**src/rtl/dw_div_rem_seq_pkg.sv**
```systemverilog
// Shared types and constant helpers for the sequential divider.
// Saturation helpers return 64-bit patterns; callers truncate to their operand width.
package dw_div_pkg;

  typedef enum logic [1:0] {
    IDLE = 2'd0,
    CALC = 2'd1,
    FIX  = 2'd2,
    DONE = 2'd3
  } state_t;

  localparam int MAX_W = 64;

  function automatic int clog2(input int x);
    int r;
    int v;
    r = 0;
    v = 1;
    while (v < x) begin
      v = v << 1;
      r++;
    end
    return (r < 1) ? 1 : r;
  endfunction

  function automatic logic [MAX_W-1:0] all_ones(input int w);
    return (w >= MAX_W) ? {MAX_W{1'b1}} : ((64'd1 << w) - 64'd1);
  endfunction

  // Largest positive two's-complement value of width w: 0111..1
  function automatic logic [MAX_W-1:0] sat_pos(input int w);
    return all_ones(w - 1);
  endfunction

  // Most negative two's-complement value of width w: 1000..0
  function automatic logic [MAX_W-1:0] sat_neg(input int w);
    return 64'd1 << (w - 1);
  endfunction

endpackage

```
**src/rtl/dw_div_rem_seq_if.sv**
```systemverilog
// Operand/result bundle of the sequential divider.
// master drives operands and control, slave returns results.
interface dw_div_rem_seq_if #(
  parameter int A_WIDTH = 14,
  parameter int B_WIDTH = 9
);

  logic               hold;
  logic               start;
  logic               tc;
  logic [A_WIDTH-1:0] a;
  logic [B_WIDTH-1:0] b;
  logic               complete;
  logic               divide_by_0;
  logic [A_WIDTH-1:0] quotient;
  logic [B_WIDTH-1:0] remainder;

  modport master (
    output hold, start, tc, a, b,
    input  complete, divide_by_0, quotient, remainder
  );

  modport slave (
    input  hold, start, tc, a, b,
    output complete, divide_by_0, quotient, remainder
  );

endinterface

```
**src/rtl/dw_div_rem_seq_step.sv**
```systemverilog
// Combinational slice of the divider core: STEPS chained non-restoring
// shift/add-or-subtract iterations on the (B_WIDTH+1)-bit partial remainder.
module dw_div_step #(
  parameter int B_WIDTH = 9,
  parameter int QW      = 14,
  parameter int STEPS   = 1
) (
  input  logic [B_WIDTH:0]   i_rem,
  input  logic [QW-1:0]      i_quo,
  input  logic [B_WIDTH-1:0] i_div,
  output logic [B_WIDTH:0]   o_rem,
  output logic [QW-1:0]      o_quo
);

  logic [B_WIDTH:0] w_rem;
  logic [B_WIDTH:0] w_sh;
  logic [QW-1:0]    w_quo;

  // NOTE: blocking assignments here chain one iteration into the next within
  // a single evaluation; each variable also gets a value before any branch so
  // no latch is inferred.
  always_comb begin
    w_rem = i_rem;
    w_quo = i_quo;
    w_sh  = '0;
    for (int k = 0; k < STEPS; k++) begin
      w_sh  = {w_rem[B_WIDTH-1:0], w_quo[QW-1]};
      // The remainder stays within [-|b|, |b|), so B_WIDTH+1 bits never overflow.
      w_rem = w_rem[B_WIDTH] ? (w_sh + {1'b0, i_div}) : (w_sh - {1'b0, i_div});
      w_quo = {w_quo[QW-2:0], ~w_rem[B_WIDTH]};
    end
    o_rem = w_rem;
    o_quo = w_quo;
  end

endmodule

```
**src/rtl/dw_div_rem_seq.sv**
```systemverilog
// Multi-cycle integer divider: magnitudes are divided by a non-restoring core,
// then signs, remainder correction and special cases are applied in one FIX cycle.
module dw_div_rem_seq
  import dw_div_pkg::*;
#(
  parameter int A_WIDTH      = 14,
  parameter int B_WIDTH      = 9,
  parameter int TC_MODE      = 1,
  parameter int BITS_PER_CYC = 1
) (
  input logic            clk,
  input logic            rst_n,
  dw_div_rem_seq_if.slave bus
);

  localparam int N     = (A_WIDTH + BITS_PER_CYC - 1) / BITS_PER_CYC;
  localparam int QW    = N * BITS_PER_CYC;
  localparam int CNT_W = clog2(N + 1);

  localparam logic [CNT_W-1:0]   CNT_LAST  = CNT_W'(N - 1);
  localparam logic [A_WIDTH-1:0] Q_SAT_POS = A_WIDTH'(sat_pos(A_WIDTH));
  localparam logic [A_WIDTH-1:0] Q_SAT_NEG = A_WIDTH'(sat_neg(A_WIDTH));
  localparam logic [A_WIDTH-1:0] Q_ONES    = A_WIDTH'(all_ones(A_WIDTH));
  localparam logic [B_WIDTH-1:0] B_ONES    = B_WIDTH'(all_ones(B_WIDTH));

  state_t r_state;
  state_t w_state_nxt;

  logic [CNT_W-1:0]   r_cnt;
  logic [B_WIDTH:0]   r_rem;
  logic [QW-1:0]      r_quo;
  logic [B_WIDTH-1:0] r_div;
  logic               r_signed;
  logic               r_a_neg;
  logic               r_b_neg;
  logic               r_b_zero;
  logic               r_ovf;

  logic [A_WIDTH-1:0] r_quotient;
  logic [B_WIDTH-1:0] r_remainder;
  logic               r_dbz;

  logic               w_tc_en;
  logic               w_a_neg;
  logic               w_b_neg;
  logic [A_WIDTH-1:0] w_a_mag;
  logic [B_WIDTH-1:0] w_b_mag;
  logic [B_WIDTH:0]   w_rem_nxt;
  logic [QW-1:0]      w_quo_nxt;

  logic [B_WIDTH-1:0] w_rem_mag;
  logic [A_WIDTH-1:0] w_quo_mag;
  logic [A_WIDTH-1:0] w_q_fix;
  logic [B_WIDTH-1:0] w_r_fix;
  logic               w_dbz_fix;

  // Operand magnitudes; the most-negative value maps onto itself, which is
  // exactly its magnitude when read back as unsigned.
  assign w_tc_en = (TC_MODE != 0) ? bus.tc : 1'b0;
  assign w_a_neg = w_tc_en & bus.a[A_WIDTH-1];
  assign w_b_neg = w_tc_en & bus.b[B_WIDTH-1];
  assign w_a_mag = w_a_neg ? -bus.a : bus.a;
  assign w_b_mag = w_b_neg ? -bus.b : bus.b;

  dw_div_step #(
    .B_WIDTH (B_WIDTH),
    .QW      (QW),
    .STEPS   (BITS_PER_CYC)
  ) u_step (
    .i_rem (r_rem),
    .i_quo (r_quo),
    .i_div (r_div),
    .o_rem (w_rem_nxt),
    .o_quo (w_quo_nxt)
  );

  always_ff @(posedge clk or negedge rst_n) begin
    if (!rst_n) begin
      r_state <= IDLE;
    end else begin
      r_state <= w_state_nxt;
    end
  end

  always_comb begin
    w_state_nxt = r_state;
    if (!bus.hold) begin
      if (bus.start) begin
        w_state_nxt = CALC;
      end else begin
        case (r_state)
          CALC:    if (r_cnt == CNT_LAST) w_state_nxt = FIX;
          FIX:     w_state_nxt = DONE;
          default: w_state_nxt = r_state;
        endcase
      end
    end
  end

  // Final correction: restore a negative partial remainder, then apply signs.
  always_comb begin
    w_rem_mag = r_rem[B_WIDTH] ? (r_rem[B_WIDTH-1:0] + r_div) : r_rem[B_WIDTH-1:0];
    w_quo_mag = r_quo[A_WIDTH-1:0];
    w_q_fix   = (r_a_neg ^ r_b_neg) ? -w_quo_mag : w_quo_mag;
    w_r_fix   = r_a_neg ? -w_rem_mag : w_rem_mag;
    w_dbz_fix = 1'b0;
    if (r_b_zero) begin
      w_dbz_fix = 1'b1;
      w_r_fix   = '0;
      w_q_fix   = r_signed ? (r_a_neg ? Q_SAT_NEG : Q_SAT_POS) : Q_ONES;
    end else if (r_ovf) begin
      w_q_fix = Q_SAT_POS;
      w_r_fix = '0;
    end
  end

  // NOTE: every register, datapath included, is cleared by the async reset so
  // the outputs read 0 immediately and nothing ever holds X.
  always_ff @(posedge clk or negedge rst_n) begin
    if (!rst_n) begin
      r_cnt       <= '0;
      r_rem       <= '0;
      r_quo       <= '0;
      r_div       <= '0;
      r_signed    <= 1'b0;
      r_a_neg     <= 1'b0;
      r_b_neg     <= 1'b0;
      r_b_zero    <= 1'b0;
      r_ovf       <= 1'b0;
      r_quotient  <= '0;
      r_remainder <= '0;
      r_dbz       <= 1'b0;
    end else if (!bus.hold) begin
      if (bus.start) begin
        r_cnt    <= '0;
        r_rem    <= '0;
        r_quo    <= QW'(w_a_mag);
        r_div    <= w_b_mag;
        r_signed <= w_tc_en;
        r_a_neg  <= w_a_neg;
        r_b_neg  <= w_b_neg;
        r_b_zero <= (bus.b == '0);
        r_ovf    <= w_tc_en & (bus.a == Q_SAT_NEG) & (bus.b == B_ONES);
      end else begin
        case (r_state)
          CALC: begin
            r_rem <= w_rem_nxt;
            r_quo <= w_quo_nxt;
            r_cnt <= r_cnt + CNT_W'(1);
          end
          FIX: begin
            r_quotient  <= w_q_fix;
            r_remainder <= w_r_fix;
            r_dbz       <= w_dbz_fix;
          end
          default: begin
            r_cnt <= r_cnt;
          end
        endcase
      end
    end
  end

  assign bus.complete    = (r_state == IDLE) || (r_state == DONE);
  assign bus.quotient    = r_quotient;
  assign bus.remainder   = r_remainder;
  assign bus.divide_by_0 = r_dbz;

endmodule
```
**src/flat_wrapper.sv**
```systemverilog
// flat-port wrapper written by rule: the top's interface ports become plain ports
module dw_div_rem_seq_flat import dw_div_pkg::*;
#(
  parameter int A_WIDTH      = 14,
  parameter int B_WIDTH      = 9,
  parameter int TC_MODE      = 1,
  parameter int BITS_PER_CYC = 1
)
  (clk, rst_n, bus_hold, bus_start, bus_tc, bus_a, bus_b, bus_complete, bus_divide_by_0, bus_quotient, bus_remainder);
  dw_div_rem_seq_if #(.A_WIDTH(A_WIDTH), .B_WIDTH(B_WIDTH)) bus_i ();
  input logic clk;
  input logic rst_n;
  input wire logic [$bits(bus_i.hold)-1:0] bus_hold;
  input wire logic [$bits(bus_i.start)-1:0] bus_start;
  input wire logic [$bits(bus_i.tc)-1:0] bus_tc;
  input wire logic [$bits(bus_i.a)-1:0] bus_a;
  input wire logic [$bits(bus_i.b)-1:0] bus_b;
  output wire logic [$bits(bus_i.complete)-1:0] bus_complete;
  output wire logic [$bits(bus_i.divide_by_0)-1:0] bus_divide_by_0;
  output wire logic [$bits(bus_i.quotient)-1:0] bus_quotient;
  output wire logic [$bits(bus_i.remainder)-1:0] bus_remainder;
  assign bus_i.hold = bus_hold;
  assign bus_i.start = bus_start;
  assign bus_i.tc = bus_tc;
  assign bus_i.a = bus_a;
  assign bus_i.b = bus_b;
  assign bus_complete = bus_i.complete;
  assign bus_divide_by_0 = bus_i.divide_by_0;
  assign bus_quotient = bus_i.quotient;
  assign bus_remainder = bus_i.remainder;
  dw_div_rem_seq #(.A_WIDTH(A_WIDTH), .B_WIDTH(B_WIDTH), .TC_MODE(TC_MODE), .BITS_PER_CYC(BITS_PER_CYC)) u_core (.clk(clk), .rst_n(rst_n), .bus(bus_i));
endmodule
```
**config.mk**
```make
export PLATFORM = sky130hd
export DESIGN_NAME = dw_div_rem_seq_flat
export DESIGN_NICKNAME = d
export VERILOG_FILES = /design/src/rtl/dw_div_rem_seq_pkg.sv /design/src/rtl/dw_div_rem_seq_if.sv /design/src/rtl/dw_div_rem_seq_step.sv /design/src/rtl/dw_div_rem_seq.sv /design/src/flat_wrapper.sv
export SDC_FILE = /design/constraint.sdc
export NUM_CORES = 1
export LEC_CHECK = 0
export ABC_AREA = 1
export CELL_PAD_IN_SITES_DETAIL_PLACEMENT = 0
export CELL_PAD_IN_SITES_GLOBAL_PLACEMENT = 1
export CORE_MARGIN = 2
export CORE_UTILIZATION = 40
export CTS_CLUSTER_DIAMETER = 150
export DETAILED_ROUTE_END_ITERATION = 8
export PLACE_DENSITY_LB_ADDON = 0.1
export SYNTH_ARGS = -nofsm -noshare
export SYNTH_HDL_FRONTEND = slang
export SYNTH_SLANG_ARGS = --single-unit
```
**constraint.sdc**
```tcl
create_clock -name clk -period 3.9 [get_ports clk]
set_clock_uncertainty 0.1 [all_clocks]
set_input_delay 0.78 -clock clk [delete_from_list [all_inputs] [get_ports clk]]
set_output_delay 0.78 -clock clk [all_outputs]
set_load 0.1 [all_outputs]
```
==> impl_metrics.tcl <==
set metrics [dict create \
    status "finished, final reports clean" \
    cp_max_fo 5 \
    fmax_ghz 0.355 \
    start_util_pct 40.7 \
    multi_input_area_um2 2750 \
    drtAntennaViolNets 0 \
    worstReg2RegEnd "u_core.r_quo[0]$_DFFE_PN0P_" \
    slew_headroom_pct 35.0 \
    path_class "flip-flop to flip-flop" \
    worstPathRequired_ns 4.03 \
    fin_crit_sh_pct 72.2 \
    rsz0062_at_grt "false" \
    crit_slowest_cell "dfrtp_1" \
    syn_area_um2 4850 \
    drt-wirelength-per-cell_um 14.5 \
    drtIter0Drc 336 \
    nFillCells 1184 \
    synth_most_common_cell "nand2_1" \
    chipHeight_um 114 \
    ioPinCount 53 \
    syn_to_final_growth_pct 20.7 \
    place.gp.congestion 0.869 \
    place_area_um2 5520 \
    tritoncts "done" \
    synthesis.nets 721 \
    final_max_slew_viol_count 0 \
    synth_seq_area_share_pct 35.1 \
    die_width_um 114 \
    fin_setup_tns_ns 0 \
    synth_edf_count 0 \
    r2r_slack_ns 1.08 \
    yosys.area.top_type "dfrtp_1" \
    fin_nets 773 \
    startpoint_type "flip-flop" \
    rows 40 \
    crit_path_cell_trace "inv_1, ha_1, nand3_1, nor3_1, or2_2, xor2_1, ha_1, nand2_1, nor2_1, nand3_1, nand4_1, a21oi_1, nand3b_1, nand2_1, inv_1" \
    critPathMaxStageDelay_ns 0.45 \
    ys_top_cells_by_count "154 x nand2_1, 83 x inv_1, 68 x dfrtp_1" \
    core_area_um2 11900 \
    synth-xor-area-share_pct 4.87 \
    drc 0 \
    finalHoldViolations 0 \
    post_cts_resized 0 \
    htree_levels 3 \
    synthAdderAreaFrac_pct 8.05 \
    min_period_ns 2.82 \
    synth-compound-area-share_pct 17.8 \
    overflow 0 \
    postCtsSetupBuffers 0 \
    power.leakage_nw 2.83 \
    synthSimpleGateAreaFrac_pct 26.0 \
    grt_pass1_vias 4143 \
    design_area_um2 5850 \
    firstDrtPassIters 5 \
    yosysTopAreaCellShare_pct 35.1 \
    antenna_found_initial 0 \
    insertion_delay_ns 0.34 \
    synth_top_family_by_area "simple AND/OR/NAND/NOR gates" \
    cp.arrival_ns 2.94 \
    p_per_area_nw_per_um2 866 \
    synth_area_per_cell_um2 7.32 \
    clk_pin_slew_ns 0.06 \
    dieArea_um2 13000 \
    ys_top_cells_by_area "dfrtp_1 35%, nand2_1 12%, ha_1 7.2%" \
    netlist_instances 663 \
    ys_ff_latch 68 \
    cts-buffers-inserted 9 \
    io_buffers 52 \
    end_kind "flip-flop" \
    avgViaCountPerCell 5.25 \
    cp-endpoint "u_core.r_quo[0]$_DFFE_PN0P_" \
    grt_max_degree 46 \
    setup_viol 0 \
    insertedDiodeCount 0 \
    muxShareOfSynthArea_pct 0 \
    grt.total_usage_pct 20.0 \
    clk_path_buf_depth 2 \
    peakVddDrop_mv 0.596 \
    drive_above_1_share_pct 6.40 \
    vias 4544 \
    netlist-cell-type-count 42 \
    cts.sinks 68 \
    ys.flop_type "dfrtp_1" \
    critical_path.startpoint "u_core.r_div[1]$_DFFE_PN0P_" \
    cts.hold.buffers_added 0 \
    clock-root-buffer "clkbuf_16" \
    yosys_warnings 0 \
    register_area_um2 1700 \
    maxCapViolations 0 \
    dp_hpwl_um 9740 \
    grt_pass1_wl_um 20600 \
    hold_class "primary input to async pin" \
    wl_um 12500 \
    rr_worst_depth 15 \
    r2r-start "u_core.r_div[1]$_DFFE_PN0P_" \
    worst_pin_slew_ns 0.971 \
    postSynth.asyncResetShare_pct 100 \
]
## critical path, delay by kind of cell, from the launching register on
kind                     cells  cell delay [ns]
AND/OR/NAND/NOR              9             1.21
AO/OA/AOI/OAI                1             0.05
flip-flops                   1             0.45
XOR/XNOR                     1             0.15
adder cells (fa/ha/maj)      2             0.58
buffers and inverters        2             0.17
## cells by family after synthesis
kind of cell / count (synthesis)
simple gates: 291
buf+inv: 102
fa+ha+maj: 30
flops: 68
compound gates: 145
xor+xnor: 27
## report_power, final
part           total, mW  internal [mW]  switching (mW)  leakage (nW)
clock              0.925          0.610           0.315         0.165
sequential          1.21          0.961           0.245         0.845
combinational       2.94          0.882            2.06          1.82
## routing by layer
| metal | up-vias | global-route usage [%] | wire length (um) |
|---|---|---|---|
| met5 | - | 0 | 0 |
| met3 | 10 | 2.81 | 575 |
| met1 | 2103 | 29.3 | 6280 |
| met4 | 0 | 5.85 | 148 |
| met2 | 116 | 31.0 | 5510 |
| li1 | 2315 | - | - |
## metrics by stage
step,std cells,setup WS [ns],hold WS [ns],power [mW],util (%)
detailed placement,851,0.811,0.370,4.15,46.3
global placement,851,0.857,0.365,4.13,46.3
floorplan,663,1.50,0.375,3.46,-
CTS,866,1.08,0.385,5.10,49.1
finish,866,1.08,0.368,5.07,49.1
global route,866,0.820,0.393,5.42,49.1
## cell usage in the layout (no fill, tap or decap), types with 7 or more instances in the layout
| cell type | count |
|---|---|
| a21oi_1 | 38 |
| clkbuf_16 | 9 |
| clkdlybuf4s50_1 | 50 |
| dfrtp_1 | 68 |
| ha_1 | 28 |
| inv_1 | 83 |
| nand2_1 | 154 |
| nand3_1 | 40 |
| nor2_1 | 59 |
| nor3_1 | 13 |
| o21ai_0 | 59 |
| o221ai_1 | 10 |
| xnor2_1 | 7 |
| xor2_1 | 20 |
## state kept, by name (all words and copies together), names as in the netlist, 2 cells and up
register and flops:
u_core.r_rem 10, u_core.r_state 2, u_core.r_cnt 4, u_core.r_div 9, u_core.bus.quotient 14, u_core.bus.remainder 9, u_core.r_quo 14
## layout make-up
class                      count  share of cell area [%]
sequential                    68                    29.1
clock inverter                 3                    1.18
inverter                      88                    5.69
multi-input combinational    493                    47.0
tap                          147                    3.14
timing repair buffer          55                    9.36
clock buffer                  12                    4.55
## worst min-delay path by stage
stage,to,start
after global routing,u_core.bus.remainder[6]$_DFFE_PN0P_,u_core.bus.remainder[6]$_DFFE_PN0P_
after global placement,u_core.bus.remainder[5]$_DFFE_PN0P_,u_core.bus.remainder[5]$_DFFE_PN0P_
after CTS,u_core.bus.remainder[6]$_DFFE_PN0P_,u_core.bus.remainder[6]$_DFFE_PN0P_
final,u_core.r_rem[5]$_DFFE_PN0P_,rst_n
after floorplan,u_core.bus.divide_by_0$_DFFE_PN0P_,rst_n
after detailed placement,u_core.bus.remainder[6]$_DFFE_PN0P_,u_core.bus.remainder[6]$_DFFE_PN0P_
Power figures use the tool's default switching activity.
